[src/rtl/count_cmd_sequencer.sv]
// Command sequencer driving a WIDTH-bit up-counter: LOAD/RUN/CLR over valid/ready,
// with load-verify, stall and wrap monitoring. Define CNT_SEQ_ASSERT_EN for embedded assertions.
module count_cmd_sequencer #(
  parameter int WIDTH       = 4,
  parameter int STEP_W      = 8,
  parameter int STALL_LIMIT = 4
) (
  input  logic              clk,
  input  logic              rst,
  input  logic              cmd_valid,
  output logic              cmd_ready,
  input  logic [1:0]        cmd_op,
  input  logic [STEP_W-1:0] cmd_data,
  input  logic              abort,
  input  logic [WIDTH-1:0]  count_val,
  output logic              enable,
  output logic              load,
  output logic [WIDTH-1:0]  load_val,
  output logic              busy,
  output logic              done,
  output logic              wrap,
  output logic              load_err,
  output logic              stall_err
);

  typedef enum logic [1:0] {S_IDLE, S_LOAD, S_VERIFY, S_RUN} state_e;
  typedef enum logic [1:0] {OP_CLR = 2'b00, OP_LOAD = 2'b01, OP_RUN = 2'b10, OP_RSVD = 2'b11} op_e;

  localparam int SC_W = $clog2(STALL_LIMIT + 1);
  localparam logic [SC_W-1:0]   STALL_LAST = SC_W'(STALL_LIMIT - 1);
  localparam logic [WIDTH-1:0]  CNT_MAX    = {WIDTH{1'b1}};
  localparam logic [STEP_W-1:0] STEP_ONE   = STEP_W'(1);

  state_e            state_q, state_d;
  logic              cmd_ready_q, cmd_ready_d;
  logic              enable_q, enable_d;
  logic              load_q, load_d;
  logic [WIDTH-1:0]  load_val_q, load_val_d;
  logic              done_q, done_d;
  logic              wrap_q, wrap_d;
  logic              load_err_q, load_err_d;
  logic              stall_err_q, stall_err_d;
  logic [STEP_W-1:0] steps_q, steps_d;
  logic [WIDTH-1:0]  prev_q, prev_d;
  logic              have_prev_q, have_prev_d;
  logic [SC_W-1:0]   stall_cnt_q, stall_cnt_d;
  logic              same_sample;

  assign same_sample = have_prev_q && (count_val == prev_q);

  always_comb begin
    // NOTE: every next-state signal gets a default first so no path leaves it unassigned (no latches).
    state_d     = state_q;
    enable_d    = enable_q;
    load_d      = 1'b0;
    load_val_d  = load_val_q;
    done_d      = 1'b0;
    wrap_d      = 1'b0;
    load_err_d  = load_err_q;
    stall_err_d = stall_err_q;
    steps_d     = steps_q;
    prev_d      = prev_q;
    have_prev_d = have_prev_q;
    stall_cnt_d = stall_cnt_q;

    case (state_q)
      S_IDLE: begin
        enable_d = 1'b0;
        if (cmd_valid && cmd_ready_q) begin
          case (cmd_op)
            OP_CLR: begin
              load_err_d  = 1'b0;
              stall_err_d = 1'b0;
              done_d      = 1'b1;
            end
            OP_LOAD: begin
              state_d    = S_LOAD;
              load_d     = 1'b1;
              load_val_d = cmd_data[WIDTH-1:0];
            end
            OP_RUN: begin
              if (cmd_data == '0) begin
                done_d = 1'b1;
              end else begin
                state_d     = S_RUN;
                enable_d    = 1'b1;
                steps_d     = cmd_data;
                have_prev_d = 1'b0;
                stall_cnt_d = '0;
              end
            end
            default: done_d = 1'b1;
          endcase
        end
      end
      S_LOAD: state_d = S_VERIFY;
      S_VERIFY: begin
        if (count_val != load_val_q) load_err_d = 1'b1;
        done_d  = 1'b1;
        state_d = S_IDLE;
      end
      S_RUN: begin
        if (abort) begin
          enable_d = 1'b0;
          state_d  = S_IDLE;
        end else begin
          prev_d      = count_val;
          have_prev_d = 1'b1;
          if (steps_q != '0) steps_d = steps_q - STEP_ONE;
          if (have_prev_q && prev_q == CNT_MAX && count_val == '0) wrap_d = 1'b1;
          stall_cnt_d = same_sample ? stall_cnt_q + 1'b1 : '0;
          // A stall is an error and wins over a coincident final step.
          if (same_sample && stall_cnt_q == STALL_LAST) begin
            stall_err_d = 1'b1;
            enable_d    = 1'b0;
            state_d     = S_IDLE;
          end else if (steps_q == STEP_ONE) begin
            enable_d = 1'b0;
            done_d   = 1'b1;
            state_d  = S_IDLE;
          end
        end
      end
      default: state_d = S_IDLE;
    endcase

    cmd_ready_d = (state_d == S_IDLE);
  end

  always_ff @(posedge clk or negedge rst) begin
    if (!rst) begin
      state_q     <= S_IDLE;
      cmd_ready_q <= 1'b0;
      enable_q    <= 1'b0;
      load_q      <= 1'b0;
      load_val_q  <= '0;
      done_q      <= 1'b0;
      wrap_q      <= 1'b0;
      load_err_q  <= 1'b0;
      stall_err_q <= 1'b0;
      steps_q     <= '0;
      prev_q      <= '0;
      have_prev_q <= 1'b0;
      stall_cnt_q <= '0;
    end else begin
      // NOTE: non-blocking assignments so every flop samples pre-edge values.
      state_q     <= state_d;
      cmd_ready_q <= cmd_ready_d;
      enable_q    <= enable_d;
      load_q      <= load_d;
      load_val_q  <= load_val_d;
      done_q      <= done_d;
      wrap_q      <= wrap_d;
      load_err_q  <= load_err_d;
      stall_err_q <= stall_err_d;
      steps_q     <= steps_d;
      prev_q      <= prev_d;
      have_prev_q <= have_prev_d;
      stall_cnt_q <= stall_cnt_d;
    end
  end

  assign cmd_ready = cmd_ready_q;
  assign enable    = enable_q;
  assign load      = load_q;
  assign load_val  = load_val_q;
  assign busy      = (state_q != S_IDLE);
  assign done      = done_q;
  assign wrap      = wrap_q;
  assign load_err  = load_err_q;
  assign stall_err = stall_err_q;

`ifdef CNT_SEQ_ASSERT_EN
  a_load_enable_excl: assert property (@(posedge clk) disable iff (!rst) !(load && enable));
  a_load_one_cycle:   assert property (@(posedge clk) disable iff (!rst) load |=> !load);
  a_enable_in_run:    assert property (@(posedge clk) disable iff (!rst) enable |-> state_q == S_RUN);
  a_ready_not_busy:   assert property (@(posedge clk) disable iff (!rst) cmd_ready |-> !busy);
  a_done_pulse:       assert property (@(posedge clk) disable iff (!rst) $rose(done) |=> !done);
`else
  // Assertions compiled out; behaviour is unchanged.
`endif

endmodule

[config.mk]
export PLATFORM = sky130hd
export DESIGN_NAME = count_cmd_sequencer
export DESIGN_NICKNAME = d
export VERILOG_FILES = /design/src/rtl/count_cmd_sequencer.sv
export SDC_FILE = /design/constraint.sdc
export NUM_CORES = 1
export LEC_CHECK = 0
export BUFFER_PORTS_ARGS = -buffer_cell sky130_fd_sc_hd__buf_4
export CAP_MARGIN = 20
export CORE_MARGIN = 2
export CORE_UTILIZATION = 45
export DETAILED_ROUTE_END_ITERATION = 16
export PLACE_DENSITY = 0.66
export SLEW_MARGIN = 30
export SYNTH_ARGS = -nofsm -noshare
export SYNTH_HDL_FRONTEND = slang
export SYNTH_SLANG_ARGS = --single-unit
[constraint.sdc]
create_clock -name clk -period 2.45 [get_ports clk]
set_input_delay 0.3675 -clock clk [delete_from_list [all_inputs] [get_ports clk]]
set_output_delay 0.3675 -clock clk [all_outputs]
set_load 0.01 [all_outputs]
======== Word level (Yosys, flattened, before mapping) ========
Cells that the tools add are included.
operators by class
  reduce and logical (&&, ||, !) cells .... 21
  muxes and demuxes ....................... 51
  bitwise gates (word level) .............. 1
  add/subtract/negate cells ............... 2
  equality and inequality tests ........... 19
operators with widths
  kind                                               count
  two-way mux 8 bit                                  5
  two-way mux 1 bit                                  26
  one-hot mux 8 bit (2 select lines)                 1
  two-way mux 3 bit                                  5
  != test 2 bit (second input constant)              6
  two-way mux 2 bit                                  5
  one-hot mux 1 bit (2 select lines)                 5
  AND reduction 5 bit                                2
  == test 8 x 1 -> 1 bit (second input constant)     1
  logical NOT 8 bit                                  1
  one-hot mux 2 bit (4 select lines)                 1
  nonzero test 8 bit                                 1
  subtractor 8 x 1 -> 8 bit (second input constant)  1
  == test 2 bit (second input constant)              3
  logical NOT 2 bit                                  3
  one-hot mux 3 bit (2 select lines)                 1
  AND reduction 6 bit                                1
  nonzero test 2 bit                                 3
  logical AND 1 bit                                  5
  == test 2 x 1 -> 1 bit (second input constant)     2
  == test 4 bit                                      1
  == test 4 bit (second input constant)              1
  logical NOT 4 bit                                  1
  != test 2 x 1 -> 1 bit (second input constant)     2
  other kinds (10)                                   11
storage, ports and cells
  output and inout bits ................... 12
  input bits .............................. 18
  logic and storage cells ................. 107
  flip-flop bits (word level) ............. 29

======== Longest topological paths before layout ========
  word-level depth ........................ 7
  depth in mapped cells ................... 8
  mapped depth without buffers ............ 7

======== Worst setup path after synthesis ========
No wires, ideal clock.
  kind .................................... register to register
  start point ............................. register state_q[0]
  end point ............................... register steps_q[3]
  setup time .............................. 111 ps
  buffers on the path ..................... 0
  clock period less this slack ............ 1964 ps
  stages on the path, launching flop included .. 7
  arrival time ............................ 1853 ps
  slack ................................... 486 ps
  data required time ...................... 2339 ps
  path through ............................ dfrtp_1 inv_1 ha_1 a21oi_1 a21boi_2 o21ai_1 a222oi_1
on the way
  longest elaborated chain between the ends .. 3
  elaborated cells on any way between the ends .. 10
  those cells by class .................... 6 x eq/ne; 1 x mux; 3 x reduce/logical
RTL lines
  item                                                RTL line  RTL
  start: declaration                                  34        state_e state_q, state_d;
  start signal: assignment                            147       state_q <= state_d;
  == test 2 bit or logical NOT 2 bit (tied branches)  66        case (state_q)
  != test 2 bit (no line) (tied with other cells)     n/a
  AND reduction 6 bit (no line)                       n/a
  end signal: assignment                              156       steps_q <= steps_d;
  end: declaration                                    43        logic [STEP_W-1:0] steps_q, steps_d;
Several ways; a longest one is shown, not always the timed one.
A chain may end at the register's enable or synchronous reset.

======== Worst setup path in the final report ========
  start point ............................. register steps_q[6]
  end point ............................... register steps_q[1]
on the way
  longest elaborated chain between the ends .. 3
RTL lines
  item                           RTL line  RTL
  nonzero test 8 bit             109       if (steps_q != '0) steps_d = steps_q - STEP_ONE;
  != test 2 bit (no line)        n/a
  AND reduction 6 bit (no line)  n/a
Every way passes these cells.

==> impl_metrics.py <==
metrics = {
    "sta": {
        "fmaxAchievable_ghz": 0.484,
        "finalMaxSlewViolations": 0,
        "min_period_over_period_pct": 84.4,
        "tightest_slew_ns": 0.585,
        "min_period_ns": 2.07,
        "setup_viol": 0,
        "finalWorstSetupSlack_ns": 0.383,
        "hold_violations": 0,
        "relSlewSlack_pct": 60.7,
        "rsz0062_at_grt": "false",
        "finClkSkew_ns": 0.00585,
        "fin_setup_tns_ns": 0,
    },
    "clock_tree": {
        "clock_path_buffers": 2,
        "numCtsBuffers": 5,
        "insertion_delay_ns": 0.27,
        "root_buffer": "clkbuf_8",
        "cts_setup_buffers": 0,
        "htree_levels": 2,
        "cts_hold_buf": 0,
        "cts_tree": "yes",
        "cts_sinks": 29,
        "path_clk_slew_ns": 0.07,
        "cts_resized": 0,
    },
    "final_layout": {
        "finalNetCount": 238,
        "antenna_cells": 0,
        "final_util_pct": 57.9,
        "fillerInstances": 331,
        "drive_above_1_share_pct": 24.9,
        "syn_to_final_growth_pct": 22.6,
    },
    "worst_setup_path": {
        "crit_arrival_ns": 2.26,
        "critPathCaptureType": "flop",
        "worstSetupStartpointType": "flop",
        "crit_fanout": 6,
        "crit_required_ns": 2.64,
        "crit_type": "flop to flop",
    },
    "place": {
        "dp_slack_ns": 0.322,
        "gp_congestion": 0.887,
        "dp.final_hpwl_mm": 3.01,
        "port_buffers": 29,
    },
    "die": {
        "fp.coreArea_um2": 3690,
        "die_w_um": 66.2,
        "rows": 22,
        "die_area_um2": 4380,
        "ios": 30,
        "initial_utilization_pct": 47.2,
        "die_y_um": 66.2,
    },
    "yosys": {
        "netlist_area_um2": 1740,
        "synth_top_area_cell": "dfrtp_1",
        "ys.flop_type": "dfrtp_1",
        "synth-seq-cells": 29,
        "synthCells": 173,
        "synth.yosys.seq_area_share_pct": 41.7,
        "yosys-top-cells-area": "dfrtp_1 42%, ha_1 8.6%, inv_1 4.5%, mux2_2 4.5%, o21ai_0 2.9%",
        "avgSynthCellArea_um2": 10.1,
        "synth-edff-count": 0,
        "synth_fp_nets": 203,
        "synthTopCellsByCount": "29 x dfrtp_1, 21 x inv_1, 12 x ha_1, 10 x nand2_1, 10 x o21ai_0",
        "async_flop_share_pct": 100,
        "synth_most_common_cell": "dfrtp_1",
        "yosysUniqueCellTypes": 48,
        "yosys.area.top_type_share_pct": 41.7,
        "yosys_warnings": 0,
    },
    "route": {
        "drt_drc_violations_left": 0,
        "drtIter0Drc": 117,
        "final_antenna_net_count": 0,
        "viasPerCell": 5.56,
        "dr_total_vias": 1430,
        "post_drt_wl_per_cell_um": 15.1,
        "firstDrtPassIters": 5,
        "routed_wl_mm": 3.87,
    },
    "global_route": {
        "gr-usage-met2_pct": 33.6,
        "overflow": 0,
        "grt_max_degree": 30,
        "grt_util_met1_pct": 25.4,
        "grt_pass1_vias": 1435,
        "track_usage_pct": 19.9,
        "grt.met3_usage_pct": 3.92,
        "grt_pass1_wl_mm": 6.67,
        "grt_antenna_before_repair": 0,
        "top_usage_layer": "met2",
    },
    "power": {
        "p_leak_nw": 1.01,
        "power_density_nw_per_um2": 1190,
        "max-vdd-ir-drop_uv": 549,
    },
    "min_path": {
        "min_path_type": "primary input to asynchronous set/reset pin",
    },
    "status": {
        "status": "finished, final reports clean",
    },
    "job": {
        "cap_violations": 0,
    },
}
critical path, cell delays in order, from the launching register on:
cell and delay, ns:
dfrtp_1 0.41, or3_1 0.39, nor4_1 0.30, nand2_1 0.13, o21ai_1 0.49, mux2i_1 0.28
state kept, by name, summed over array words and instances, names as in the netlist:
register and flops:
have_prev_q 1, steps_q 8, stall_cnt_q 3, done 1, state_q 2, cmd_ready 1, prev_q 4, load_err 1
wrap 1, load 1, load_val 4, enable 1, stall_err 1
kinds of logic (layout without fill, tap and decap cells):
group | after synthesis | in the layout | share of synthesized area (%)
simple gates | 47 | 47 | 15.3
compound gates | 44 | 44 | 19.1
flops | 29 | 29 | 41.7
buf+inv | 23 | 59 | 5.03
fa+ha+maj | 12 | 12 | 8.62
mux | 10 | 10 | 6.25
xor+xnor | 8 | 8 | 4.02
metrics by stage:
| stage | instance area (um2) | hold slack, ns | std cells | total power, mW |
|---|---|---|---|---|
| after floorplan | 1740 | 0.0719 | 173 | 1.63 |
| after global placement | 2020 | 0.311 | 249 | 2.00 |
| after detailed placement | 2020 | 0.316 | 249 | 2.03 |
| after CTS | 2130 | 0.0188 | 257 | 2.55 |
| after global routing | 2130 | 0.0246 | 257 | 2.74 |
| final | 2130 | 0.00313 | 257 | 2.54 |
final timing paths:
check / depth (start not counted) / from / slack, ns / to
min reg2reg: 2 / stall_cnt_q[1] / 0.51 / stall_cnt_q[1]
min: 1 / rst / 0.003 / prev_q[3]
min in group clk: 2 / cmd_data[0] / 0.35 / load_val[0]
max: 5 / steps_q[6] / 0.38 / steps_q[1]
max reg2reg: 5 / steps_q[6] / 0.38 / steps_q[1]
max in group asynchronous: 1 / rst / 2.16 / enable
placed cells by master (no fill, tap or decap), drive strengths merged, types with 6 or more instances in the layout:
cell type,Yosys,routed
ha,12,12
o21ai,11,11
clkbuf,1,7
inv,21,21
and3,6,6
mux2,7,7
nand3,8,8
buf,1,30
nand2,10,10
dfrtp,29,29
area by class of cell:
| class | instances | area, um2 | area share (%) |
|---|---|---|---|
| clock buffer | 7 | 86.3 | 4.04 |
| clock inverter | 1 | 30.0 | 1.41 |
| inverter | 21 | 78.8 | 3.69 |
| multi-input combinational | 121 | 928 | 43.5 |
| sequential | 29 | 726 | 34.0 |
| tap | 48 | 60.1 | 2.81 |
| timing repair buffer | 30 | 225 | 10.6 |
per-layer routing:
metal	wire length, um	vias up	part of all wire (%)
met5	0	-	0
met1	1710	678	44
met2	1920	46	50
met4	53	0	1.4
li1	-	700	-
met3	187	6	4.8
power by group:
part | switching (mW) | internal (mW) | total [mW] | leakage [nW]
Combinational | 0.605 | 0.564 | 1.17 | 0.585
Sequential | 0.191 | 0.672 | 0.864 | 0.363
Clock | 0.179 | 0.331 | 0.511 | 0.0585
Total | 0.975 | 1.57 | 2.54 | 1.01
(Power assumes the default switching activity.)
